File: src/rtl/commutator.sv
// Registered rotating crossbar: lane k takes inputs[(control + k) mod N_IN] when its enable is set.
// Reset is synchronous and active-low. Outputs are driven directly from flops.
module commutator #(
  parameter int N_IN  = 8,
  parameter int N_OUT = 3,
  parameter int SEL_W = 3
) (
  input  logic             clk,
  input  logic             rst_n,
  input  logic [SEL_W-1:0] control,
  input  logic [N_OUT-1:0] lane_en,
  input  logic [N_IN-1:0]  inputs,
  output logic [N_OUT-1:0] outputs
);

  logic [N_OUT-1:0][SEL_W-1:0] idx_s;
  logic [N_OUT-1:0]            outputs_d;
  logic [N_OUT-1:0]            outputs_q;

  // Per-lane source index; the SEL_W-bit sum drops the carry, so the rotation wraps modulo N_IN.
  always_comb begin
    idx_s = '0;
    for (int k = 0; k < N_OUT; k++) begin
      idx_s[k] = control + SEL_W'(k);
    end
  end

  // Next lane values: a lane loads its selected source when enabled and holds otherwise.
  always_comb begin
    outputs_d = outputs_q;
    for (int k = 0; k < N_OUT; k++) begin
      if (lane_en[k]) begin
        outputs_d[k] = inputs[idx_s[k]];
      end else begin
        outputs_d[k] = outputs_q[k];
      end
    end
  end

  // Lane registers; reset clears every lane and takes priority over the enables.
  always_ff @(posedge clk) begin
    if (!rst_n) begin
      outputs_q <= '0;
    end else begin
      outputs_q <= outputs_d;
    end
  end

  assign outputs = outputs_q;

endmodule

File: config.mk
export PLATFORM = sky130hd
export DESIGN_NAME = commutator
export DESIGN_NICKNAME = d
export VERILOG_FILES = /design/src/rtl/commutator.sv
export SDC_FILE = /design/constraint.sdc
export NUM_CORES = 1
export LEC_CHECK = 0
export BUFFER_PORTS_ARGS = -buffer_cell sky130_fd_sc_hd__buf_4
export CAP_MARGIN = 20
export CORE_AREA = 2 2 39 41
export CTS_CLUSTER_DIAMETER = 80
export DETAILED_ROUTE_END_ITERATION = 8
export DIE_AREA = 0 0 41 43
export GPL_ROUTABILITY_DRIVEN = 0
export GPL_TIMING_DRIVEN = 0
export PLACE_DENSITY_LB_ADDON = 0.12
export SYNTH_ARGS = -nofsm -noshare
export SYNTH_HDL_FRONTEND = slang
export SYNTH_SLANG_ARGS = --single-unit
export TNS_END_PERCENT = 100
File: constraint.sdc
create_clock -name clk -period 1.2 [get_ports clk]
set_clock_uncertainty 0.05 [all_clocks]
set_input_delay 0.12 -clock clk [delete_from_list [all_inputs] [get_ports clk]]
set_output_delay 0.12 -clock clk [all_outputs]
set_load 0.02 [all_outputs]
==> run summary <==
The maximum resistive drop on vdd is 0.194 mV, and the fraction of final layout cells with drive strength greater than 1 is 51.2%. The worst setup path is captured at a flip-flop. The tools report the launch point of the worst path as control[0]. The period utilization is 89.2%.

The via-per-instance ratio was 4.69. Summed over all cells, the static leakage comes to 0.223 nW. The setup path with the least slack is of type in -> reg.

Dividing the synthesized area by the synthesized cell count gives 13.2 um2. The starting density of the core was 20.1%; the relative contribution of sequential cells to total power was 26.5%. The total area inside the core boundary comes to 1380 um2. The critical hold path startpoint was lane_en[1]. The logs give 14 for the number of rows in the core area and 706 um for the total length of routed wires. For this block, the via count after detailed routing is 277. By area the synthesized netlist is led by sky130_fd_sc_hd__mux4_1 38%, sky130_fd_sc_hd__dfxtp_1 22%, sky130_fd_sc_hd__mux2i_1 18%, sky130_fd_sc_hd__a21oi_1 5.4%, sky130_fd_sc_hd__o21ai_0 5.4%. The worst path meets setup with 0.130 ns of slack.

The cell area that synthesis handed to floorplanning was 278 um2. For this run, global-route usage on met1 was measured as 8.74%. In this run the horizontal extent of the chip is 41 um. The global routing met2 resource utilization is 14.1%. At the worst endpoint, the required time is 1.27 ns.

Summed over its instances, the top area cell type makes up 37.8% of the synthesized netlist area. For the total number of H-tree levels, the log shows 1. The run gives 3 as the number of buffers created by CTS. The logs give 2 for the detailed router's first-iteration violation count and 0 for the number of maximum-capacitance constraint violations. The worst-path maximum fanout came out at 6.

The run gives 8 as the number of distinct standard cells referenced by the synthesized netlist. The cell area power density was 935 nW/um2. The synthesized design contains 3 register bits. The synthesized design contains 0 enable-type register cells. The total power after layout came out at 429 uW. The register with the most flip-flops in the layout has 3 of them. The number of gates resized after CTS was 0. The run finished with clean final reports. For this run, asynchronously set or reset flops after synthesis account for 0%.

At the later pin of the worst-skew pair, clock insertion delay measures 0.23 ns. From synthesis to final layout, the design area changed by 65.3%. The clock root buffer was sky130_fd_sc_hd__clkbuf_4. The run gives 2 as the number of detailed-routing iterations run before antenna repair. Per report_power, the clock group accounts for 41.1% of the total. For this run, the share of the core covered by cells in the final layout is 33.2%.

In the routed design, unresolved DRC markers number 0. Setup repair after global routing left no endpoint under its margin. Static timing analysis puts the maximum clock frequency at 935 MHz. At the placement stage, the worst setup path has a slack of -0.127 ns. The net switching share of the total power was 25.5%. The tools report the setup-violating endpoint count in the final report as 0. Among all flip-flop cells after synthesis, the most frequent one is sky130_fd_sc_hd__dfxtp_1. Clock-pin slew was measured on the worst setup and hold paths at 0.04 ns. The run gives 61 as the number of nets in the layout. The final count of hold timing violations was 0; the met3 track demand over resource was 0%.

The commonest cells after synthesis are 5 x sky130_fd_sc_hd__mux2i_1, 4 x sky130_fd_sc_hd__mux4_1, 3 x sky130_fd_sc_hd__a21oi_1, 3 x sky130_fd_sc_hd__dfxtp_1, 3 x sky130_fd_sc_hd__o21ai_0. The most used routing layer in global routing is met2. Data on the critical path arrives at its endpoint at 1.14 ns. Summed over all nets, the switching power comes to 110 uW.

The relative max-transition margin was 87.4%; the remaining antenna violation count after routing was 0. Buffers placed on the I/O ports in this run total 18. During synthesis, Yosys emitted a total of 0 warnings. TritonCTS built the clock tree. The final global-route overflow total was 0.

At the pin with the least slew margin, the transition time is 0.183 ns. Sequential elements use 21.6% of the synthesized area. After technology mapping, the gate count stands at 21.

The run gives 264 as the via count of the first global-routing pass. Combinational logic is responsible for 32.3% of the overall power. The number of antenna diodes in the final layout is 0. The cell type with the highest aggregate area in the netlist is sky130_fd_sc_hd__mux4_1.

The number of hold buffers added after CTS was 0. After layout, the minimum clock period comes to 1.07 ns. The floorplan step defined a die boundary enclosing 1760 um2.

Clock tree synthesis found a total of 3 sinks. The internal power of the cells totals 320 uW. Entering global routing, the biggest net connects 7 pins.

The number of nets in the synthesized netlist is 38. The final-report max-slew violation count came out at 0. The tools report the number of primary I/O pins as 19.

The tightest min-delay check is of the in -> reg type. STA classifies the critical path startpoint as an input port. The tools report the setup fix buffers added after clock tree synthesis as 0. From bottom edge to top edge, the die measures 43 um. The tools report the number of antenna violations at the first check in global routing as 0. The clock passes through at most 2 buffers. Most common cell in the synthesized netlist: sky130_fd_sc_hd__mux2i_1. For the global router's overall resource usage, the log shows 8.75%. The worst register-to-register path begins at outputs[2]. In the final routed layout, each cell accounts on average for 12.0 um. The first global-routing pass estimated 1.01 mm of wire.
==> through the flow <==
stage	hold slack (ns)	cell area (um2)	setup TNS (ns)	instances
floorplan	0.159	278	0	21
global placement	0.249	433	-0.215	55
detailed placement	0.256	433	-0.268	55
CTS	0.00807	459	0	59
global route	0.0134	459	0	59
finish	0.0174	459	0	59
==> power by group through the flow <==
| stage | combinational [mW] | clock, mW | sequential [mW] |
|---|---|---|---|
| floorplan | 0.0606 | 0 | 0.125 |
| global placement | 0.136 | 0 | 0.114 |
| detailed placement | 0.140 | 0 | 0.115 |
| CTS | 0.141 | 0.184 | 0.114 |
| global route | 0.152 | 0.190 | 0.115 |
| finish | 0.139 | 0.177 | 0.114 |
==> area by class of cell <==
class | instances | area (um2)
Timing Repair Buffer | 18 | 135
Clock buffer | 4 | 26.3
Fill cell | 149 | 925
Tap cell | 16 | 20.0
Multi-Input combinational cell | 17 | 206
Sequential cell | 3 | 60.1
Buffer | 1 | 11.3
==> cells in the final DEF (no fill, tap or decap) <==
cell                       instances
sky130_fd_sc_hd__buf_4            18
sky130_fd_sc_hd__mux2i_1           5
sky130_fd_sc_hd__mux4_1            4
sky130_fd_sc_hd__o21ai_0           3
sky130_fd_sc_hd__a21oi_1           3
sky130_fd_sc_hd__clkbuf_4          3
sky130_fd_sc_hd__dfxtp_1           3
sky130_fd_sc_hd__buf_6             1
sky130_fd_sc_hd__xnor2_1           1
sky130_fd_sc_hd__ha_1              1
sky130_fd_sc_hd__clkbuf_1          1
==> critical path: stages <==
cell                      delay, ns
sky130_fd_sc_hd__buf_4         0.09
sky130_fd_sc_hd__buf_6         0.12
sky130_fd_sc_hd__mux4_1        0.56
sky130_fd_sc_hd__mux2i_1       0.16
sky130_fd_sc_hd__a21oi_1       0.08
==> worst paths after layout <==
path              slack, ns  cells after the start          to
setup / recovery       0.13                      5  outputs[1]
hold / removal         0.02                      2  outputs[1]
setup reg to reg       0.51                      2  outputs[2]
hold reg to reg        0.49                      2  outputs[1]
==> metal layers <==
| layer | part of all wire, % | up-vias |
|---|---|---|
| li1 | - | 134 |
| met1 | 38 | 128 |
| met2 | 53 | 15 |
| met3 | 8.5 | 0 |
| met4 | 0 | 0 |
| met5 | 0 | - |
==> logic make-up (layout without fill, tap and decap cells) <==
group | after synthesis | after routing | share of synthesized area, %
DFF | 3 | 3 | 21.6
xor gates and xnor gates | 1 | 1 | 3.15
buffers and inverters | 1 | 23 | 4.05
AOI/OAI and AO/OA | 6 | 6 | 10.8
adders and majority gates | 1 | 1 | 4.50
muxes | 9 | 9 | 55.9
(Power assumes the default switching activity.)
